--- src/rtl/ad7606_frame_avg_pkg.sv ---
// Shared constants and FSM encoding for the AD7606 frame averager.
// Channel indices are always IDX_W bits so up to 8 channels fit.
package ad7606_frame_avg_pkg;

  localparam int AD_CH_NUM = 8;
  localparam int AD_DATA_W = 16;
  localparam int IDX_W     = 3;

  typedef enum logic [1:0] {
    ST_IDLE  = 2'd0,
    ST_READ  = 2'd1,
    ST_DRAIN = 2'd2,
    ST_OUT   = 2'd3
  } state_t;

  // Frame counter width; stays 1 bit in pass-through mode so the vector is legal.
  function automatic int frame_cnt_w(input int avg_log2);
    return (avg_log2 < 1) ? 1 : avg_log2;
  endfunction

endpackage

--- src/rtl/ad7606_frame_avg_ch_accum.sv ---
// Per-channel accumulator bank: sums sign-extended samples and returns the
// arithmetic-shifted average of the selected channel.
module ad_ch_accum
  import ad7606_frame_avg_pkg::*;
#(
  parameter int CH_NUM   = AD_CH_NUM,
  parameter int DATA_W   = AD_DATA_W,
  parameter int AVG_LOG2 = 2
) (
  input  logic              clk,
  input  logic              reset,
  input  logic              add_en,
  input  logic [IDX_W-1:0]  add_idx,
  input  logic [DATA_W-1:0] add_data,
  input  logic              clr,
  input  logic [IDX_W-1:0]  rd_idx,
  output logic [DATA_W-1:0] rd_data
);

  localparam int ACC_W = DATA_W + AVG_LOG2;

  logic signed [ACC_W-1:0] acc [CH_NUM];
  logic signed [ACC_W-1:0] sample_ext;
  logic signed [ACC_W-1:0] rd_sel;

  assign sample_ext = ACC_W'($signed(add_data));

  // NOTE: the bank is a handful of flops, not a RAM, so it is cleared on reset;
  // a partial sum from an abandoned frame must never reach the next average.
  always_ff @(posedge clk) begin
    if (reset || clr) begin
      for (int i = 0; i < CH_NUM; i++) acc[i] <= '0;
    end else if (add_en) begin
      for (int i = 0; i < CH_NUM; i++)
        if (add_idx == IDX_W'(i)) acc[i] <= acc[i] + sample_ext;
    end
  end

  // NOTE: rd_sel gets a default before the loop so no latch is inferred.
  always_comb begin
    rd_sel = '0;
    for (int i = 0; i < CH_NUM; i++)
      if (rd_idx == IDX_W'(i)) rd_sel = acc[i];
  end

  // Arithmetic shift floors toward -inf; the sum cannot overflow ACC_W.
  assign rd_data = DATA_W'(rd_sel >>> AVG_LOG2);

endmodule

--- src/rtl/ad7606_frame_avg.sv ---
// Drains 8-channel frames from the AD7606 FIFO, boxcar-averages 2**AVG_LOG2
// frames per channel and streams the averages out over valid/ready.
module ad7606_frame_avg
  import ad7606_frame_avg_pkg::*;
#(
  parameter int CH_NUM   = AD_CH_NUM,
  parameter int DATA_W   = AD_DATA_W,
  parameter int AVG_LOG2 = 2,
  parameter int USED_W   = 6
) (
  input  logic              clk,
  input  logic              reset,
  input  logic              enable,
  input  logic [USED_W-1:0] fifo_rdusedw,
  output logic              fifo_rdreq,
  input  logic [DATA_W-1:0] fifo_q,
  output logic [DATA_W-1:0] ch_data,
  output logic [IDX_W-1:0]  ch_idx,
  output logic              ch_valid,
  input  logic              ch_ready,
  output logic              frame_done,
  output logic              ovf_sticky
);

  localparam int                FC_W     = frame_cnt_w(AVG_LOG2);
  localparam logic [FC_W-1:0]   FC_LAST  = FC_W'((1 << AVG_LOG2) - 1);
  localparam logic [IDX_W-1:0]  IDX_LAST = IDX_W'(CH_NUM - 1);
  localparam logic [USED_W-1:0] USED_MIN = USED_W'(CH_NUM);

  state_t            state;
  logic [IDX_W-1:0]  rd_idx;
  logic [IDX_W-1:0]  cap_idx;
  logic              cap_en;
  logic [FC_W-1:0]   frame_cnt;
  logic              out_clr;

  // Last channel handed over: wipe the bank on the same edge the FSM leaves OUT.
  assign out_clr = (state == ST_OUT) && ch_ready && (ch_idx == IDX_LAST);

  // NOTE: all state below is updated with non-blocking assignments so every
  // register samples pre-edge values, which the read/capture skew relies on.
  always_ff @(posedge clk) begin
    if (reset) begin
      state      <= ST_IDLE;
      fifo_rdreq <= 1'b0;
      rd_idx     <= '0;
      cap_idx    <= '0;
      cap_en     <= 1'b0;
      frame_cnt  <= '0;
      ch_idx     <= '0;
      ch_valid   <= 1'b0;
      frame_done <= 1'b0;
      ovf_sticky <= 1'b0;
    end else begin
      frame_done <= 1'b0;
      // Non-show-ahead FIFO: the word for a read appears one cycle later.
      cap_en     <= fifo_rdreq;
      cap_idx    <= rd_idx;
      if (&fifo_rdusedw) ovf_sticky <= 1'b1;

      case (state)
        ST_IDLE: begin
          if (enable && (fifo_rdusedw >= USED_MIN)) begin
            state      <= ST_READ;
            fifo_rdreq <= 1'b1;
            rd_idx     <= '0;
          end
        end
        ST_READ: begin
          if (rd_idx == IDX_LAST) begin
            fifo_rdreq <= 1'b0;
            state      <= ST_DRAIN;
          end else begin
            rd_idx <= rd_idx + 1'b1;
          end
        end
        ST_DRAIN: begin
          if (frame_cnt == FC_LAST) begin
            state    <= ST_OUT;
            ch_valid <= 1'b1;
            ch_idx   <= '0;
          end else begin
            frame_cnt <= frame_cnt + 1'b1;
            state     <= ST_IDLE;
          end
        end
        ST_OUT: begin
          if (ch_ready) begin
            if (ch_idx == IDX_LAST) begin
              ch_valid   <= 1'b0;
              ch_idx     <= '0;
              frame_cnt  <= '0;
              frame_done <= 1'b1;
              state      <= ST_IDLE;
            end else begin
              ch_idx <= ch_idx + 1'b1;
            end
          end
        end
        default: state <= ST_IDLE;
      endcase
    end
  end

  ad_ch_accum #(
    .CH_NUM   (CH_NUM),
    .DATA_W   (DATA_W),
    .AVG_LOG2 (AVG_LOG2)
  ) u_accum (
    .clk      (clk),
    .reset    (reset),
    .add_en   (cap_en),
    .add_idx  (cap_idx),
    .add_data (fifo_q),
    .clr      (out_clr),
    .rd_idx   (ch_idx),
    .rd_data  (ch_data)
  );

endmodule

--- config.mk ---
export PLATFORM = sky130hd
export DESIGN_NAME = ad7606_frame_avg
export DESIGN_NICKNAME = d
export VERILOG_FILES = /design/src/rtl/ad7606_frame_avg_pkg.sv /design/src/rtl/ad7606_frame_avg_ch_accum.sv /design/src/rtl/ad7606_frame_avg.sv
export SDC_FILE = /design/constraint.sdc
export NUM_CORES = 1
export LEC_CHECK = 0
export ABC_AREA = 1
export CAP_MARGIN = 20
export CORE_ASPECT_RATIO = 1.25
export CORE_MARGIN = 2
export CORE_UTILIZATION = 55
export DETAILED_ROUTE_END_ITERATION = 6
export HOLD_SLACK_MARGIN = 0.1
export PLACE_DENSITY = 0.73
export SYNTH_ARGS = -nofsm -noshare
export SYNTH_HDL_FRONTEND = slang
export SYNTH_SLANG_ARGS = --single-unit
--- constraint.sdc ---
create_clock -name clk -period 2.91 [get_ports clk]
set_input_delay 0.582 -clock clk [delete_from_list [all_inputs] [get_ports clk]]
set_output_delay 0.582 -clock clk [all_outputs]
set_load 0.005 [all_outputs]
Word-level counts from Yosys, hierarchy flattened
Memory sizes are Yosys's and may differ from the RTL's.
Index checks and enable logic that the tools add are counted.

word-level totals
  bits in registers = 18
  word-level logic and storage cells = 149
  output and inout port bits = 23
  latch bits = 0
  memories = 1
  bits in read-only memories = 0
  memory bits (writable) = 144
  input port bits = 26

operators by class
  reductions and logical operators = 17
  add/subtract/negate cells = 11
  mux-type cells = 73
  bitwise operators = 10
  order comparisons = 1
  $mul = 0
  shift operators = 0
  divide/modulo/power cells = 0
  equal/unequal tests = 26

memory list
  memory       words  width  read ports  clocked after memory_dff  write ports  line                             RTL
  u_accum.acc  8      18     8           0                         8            ad7606_frame_avg_ch_accum.sv:22  logic signed [ACC_W-1:0] acc [CH_NUM];

operator list
  kind                                                                number
  2-to-1 mux 18 bit                                                   16
  adder 18 x 16 -> 18 bit                                             8
  2-to-1 mux 1 bit                                                    40
  equality test 3 bit (second input constant)                         9
  2-to-1 mux 3 bit                                                    5
  equality test 3 x 2 -> 1 bit (second input constant)                4
  2-to-1 mux 2 bit                                                    6
  inequality test 2 bit (second input constant)                       6
  one-hot mux 3 bit (2 select lines)                                  2
  AND reduction 4 bit                                                 3
  AND reduction 3 bit                                                 3
  bitwise OR 1 bit                                                    8
  one-hot mux 2 bit (4 select lines)                                  1
  adder 3 x 1 -> 3 bit (second input constant)                        2
  equality test 2 bit (second input constant)                         3
  equality test 3 x 1 -> 1 bit (second input constant)                2
  greater-or-equal comparator 6 x 4 -> 1 bit (second input constant)  1
  logical NOT 3 bit                                                   2
  AND reduction 6 bit                                                 1
  one-hot mux 1 bit (2 select lines)                                  2
  one-hot mux 2 bit (2 select lines)                                  1
  nonzero test 2 bit                                                  2
  logical AND 1 bit                                                   3
  OR reduction 3 bit                                                  1
  6 further kinds                                                     7

Logic depth before layout (Yosys ltp)
  depth after elaboration = 9
  gate-level depth with buffers = 13
  depth with buffers taken out = 13

Modules after synthesis
Synthesis repeated with hierarchy kept, for this count alone.

unflattened totals
  cells, all modules = 2169
  area total of the unflattened synthesis = 14747.9 um^2

by module, submodules not included
  module            times used  seq. area each (um^2)  cells an instance  area each (um^2)
  ad_ch_accum       1           4324.1                 2057               13914.6
  ad7606_frame_avg  1           360.3                  112                833.3

Worst setup path before layout
Ideal clock, no wire load.

  path kind = flip-flop to flip-flop
  from = reg ch_idx[0]
  to = mem u_accum.acc[0][36] (netlist name) (enable)
  period minus slack after synthesis = 2.520 ns
  buffers on the path = 3
  setup time = 0.489 ns
  data required time = 2.421 ns
  data arrival time = 2.032 ns
  stages on the path, launching flop included = 10
  path slack = 0.390 ns
  path through = dfxtp_1 -> ha_1 -> ha_1 -> buf_6 -> nand2_2 -> nor2_1 -> nor2_2 -> buf_6 -> buf_2 -> o21ai_0

RTL lines
  item                    line                             RTL
  start, declared         ad7606_frame_avg.sv:18           output logic [IDX_W-1:0] ch_idx,
  start signal, assigned  ad7606_frame_avg.sv:96           ch_idx <= ch_idx + 1'b1;
  end, declared           ad7606_frame_avg_ch_accum.sv:22

Worst setup path after layout
  from = reg ch_idx[1]
  to = out ch_data[13]

on the way
  longest elaborated chain between the ends = 9
  elaborated cells on any way between the ends = 16
  those cells by class = eq/ne (7); mux (8); reduce/logical (1)

RTL lines
  item                            line                             RTL
  logical NOT 3 bit               ad7606_frame_avg_ch_accum.sv:43  if (rd_idx == IDX_W'(i)) rd_sel = acc[i];
  2-to-1 mux 18 bit (7 in a row)  ad7606_frame_avg_ch_accum.sv:43
  2-to-1 mux 18 bit (*)           ad7606_frame_avg_ch_accum.sv:43
  end, declared                   ad7606_frame_avg.sv:17           output logic [DATA_W-1:0] ch_data,

Mark *: on every way between the ends. The rest lies on a longest branch, timed or not.

==> impl_metrics.json <==
{
  "path_cells": "inv_2 > ha_4 > inv_2 > nor2_4 > buf_12 > buf_6 > buf_6 > buf_6 > nand2_4 > nand3_4 > nand3_4 > nand3_2 > nand2_2 > nand2_2 > nand2_1 > nand2_1 > clkbuf_2",
  "antenna_found_initial": 0,
  "crit_slowest_cell": "dfxtp_2",
  "max_stage_delay_ns": 0.33,
  "setup_viol": 5,
  "ys_types": 49,
  "layout-drive-gt1-share": 0.118,
  "clk_path_buf_depth": 2,
  "start_util": 0.562,
  "p_leak_uw": 0.00873,
  "worstHoldPathType": "reg -> reg",
  "cts_hold_buf": 0,
  "final_area_mm2": 0.0178,
  "arrival_ns": 2.38,
  "syn-instance-count": 2189,
  "grt_pass1_vias": 14800,
  "core_mm2": 0.0270,
  "setup_slack_ns": -0.0514,
  "crit_top_cell": "buf_6",
  "ir_drop_v": 0.000413,
  "grt_overflow": 0,
  "slew_violations": 0,
  "dr.pass1.iters": 6,
  "ys_seq_elements": 162,
  "placementRows": 67,
  "wire_per_inst_um": 18.4,
  "path_class": "reg -> out",
  "dp_hpwl_mm": 36.9,
  "port_buffers": 48,
  "ant_nets": 0,
  "synth_top_area_frac": 0.285,
  "fmax_mhz": 338,
  "synth-seq-area-share": 0.309,
  "cts_tree": "built",
  "tightest_slew_ns": 0.491,
  "chipWidth_um": 153,
  "period_needed_ns": 2.96,
  "violations": "setup timing",
  "worstSetupStartpointType": "flip-flop",
  "cts-buffers-inserted": 17,
  "fin_cells": 2681,
  "clk_latency_ns": 0.45,
  "fin_nets": 2502,
  "ios": 49,
  "rsz0062_at_grt": "true",
  "synth.area.top_cells": "edfxtp_1, nand2_1, ha_1",
  "cp_max_fo": 5,
  "die_h_um": 190,
  "dieArea_mm2": 0.0289,
  "fillCellCount": 2480,
  "critPathTopFamily": "simple AND/OR/NAND/NOR gates",
  "clock_sinks": 162,
  "grt_max_degree": 33,
  "finalHoldViolCount": 0,
  "cp.buffers_inverters": 7,
  "max_slew_margin": 0.671,
  "final.setup_skew_ns": 0.0181,
  "place.gp.congestion": 0.970,
  "ctsRootBufferMaster": "clkbuf_16",
  "via_per_inst": 5.78,
  "area_delta_synth_final_pct": 17.6,
  "fin_setup_tns_ns": -0.117,
  "drc": 0,
  "drv_cap": 0,
  "seq_area_mm2": 0.00469,
  "n_antenna_cell": 0,
  "place_inst": 2622,
  "cp_data_required_time_ns": 2.33,
  "outcome": "finished, violations left",
  "h-tree-depth": 4,
  "multi_input_area_mm2": 0.00957,
  "drt_iter0_drc": 1145,
  "grtUsageTotal": 0.339,
  "vias": 15500,
  "place_area_mm2": 0.0166,
  "final_cell_mix": "nand2_1, nor2_1, inv_1, a21oi_1, nand3_1",
  "path_clk_slew_ns": 0.07,
  "powerDensity_mw_per_mm2": 405,
  "finalCritPeriodShare": 1.02,
  "netlist_area_mm2": 0.0152,
  "endpoint_kind": "primary output",
  "postSynthAreaPerCell_um2": 6.93,
  "synth_top_area_cell": "edfxtp_1",
  "wirelength_mm": 49.4,
  "grt_pass1_wl_mm": 76.7,
  "ys_warn_count": 0,
  "layout_commonest_cell": "nand2_1",
  "syn_nets": 2368
}
==> kinds of logic after synthesis <==
group	synth area share
adder cells (fa/ha/maj)	0.130
buffers and inverters	0.0873
AND/OR/NAND/NOR	0.335
AO/OA/AOI/OAI	0.128
XOR/XNOR	0.0110
flip-flops	0.309
==> routing by layer <==
layer  global-route usage  wire [um]  up-vias
li1                     -          -     7603
met1                0.395      18900     7077
met3               0.0490       3410      179
met4                0.205       3260        0
met5                    0          0        -
met2                0.595      23800      639
==> worst min-delay path, delay by kind of cell (launching register included) <==
family        cells  cell delay (ns)
buf+inv           1             0.05
flops             1             0.32
simple gates      1             0.04
==> synth_stat cells (all sizes together) <==
library cell,count
or2,29
nor4,9
o21ai,92
o211ai,4
nand3,218
xor2,9
nand3b,7
nor3b,8
buf,26
fa,8
and3,1
ha,145
edfxtp,144
a21boi,2
nand4,29
nand2,591
o211a,1
nor2,275
clkbuf,9
and2,4
inv,275
xnor2,10
dfxtp,18
nor3,10
o21a,5
a21oi,240
dlygate4sd1,2
o31ai,1
o41ai,1
o21bai,9
a21o,7
==> worst paths after layout <==
| path | from | endpoint | slack (ns) | cells past startpoint |
|---|---|---|---|---|
| setup / recovery | ch_idx[1] | ch_data[13] | -0.05 | 17 |
| setup reg to reg | ch_idx[0] | u_accum.acc[1][2] | 0.51 | 10 |
| hold reg to reg | rd_idx[2] | cap_idx[2] | 0.45 | 2 |
| hold / removal | rd_idx[2] | cap_idx[2] | 0.45 | 2 |
==> sequential cells by signal (all words and copies together) (netlist names) <==
signal,flops
ch_idx,3
fifo_rdreq,1
rd_idx,3
cap_idx,3
cap_en,1
ovf_sticky,1
state,2
u_accum.acc,144
frame_cnt,2
frame_done,1
ch_valid,1
==> power breakdown <==
part / internal [uW] / switching, uW / total, uW
combinational: 782 / 1370 / 2150
sequential: 2680 / 111 / 2800
clock: 1200 / 1070 / 2270
total: 4670 / 2550 / 7220
==> timing repair <==
action | in CTS | in global routing
gates resized for setup | 98 | 62
endpoints found under the setup margin | 16 | 16
pin swaps | 15 | 20
cloned | 2 | 1
buffers inserted | 15 | 8
==> final cells by class <==
class	count	share of cell area
inverter	275	0.0580
tap	345	0.0242
sequential	162	0.263
clock buffer	20	0.0268
timing repair buffer	151	0.0860
clock inverter	12	0.00533
multi-input combinational	1716	0.537
==> metrics by stage <==
| stage | setup WS [ns] | utilization | hold WS, ns | total power, uW |
|---|---|---|---|---|
| 4_1_cts | -0.241 | 0.651 | 0.446 | 7180 |
| 5_1_grt | -0.124 | 0.661 | 0.473 | 7610 |
| 3_3_place_gp | -0.177 | 0.616 | 0.429 | 4890 |
| 2_1_floorplan | 0.390 | - | 0.418 | 4220 |
| 6_report | -0.0514 | 0.661 | 0.446 | 7220 |
| 3_5_place_dp | -0.184 | 0.616 | 0.430 | 4930 |
(Power assumes the default switching activity.)
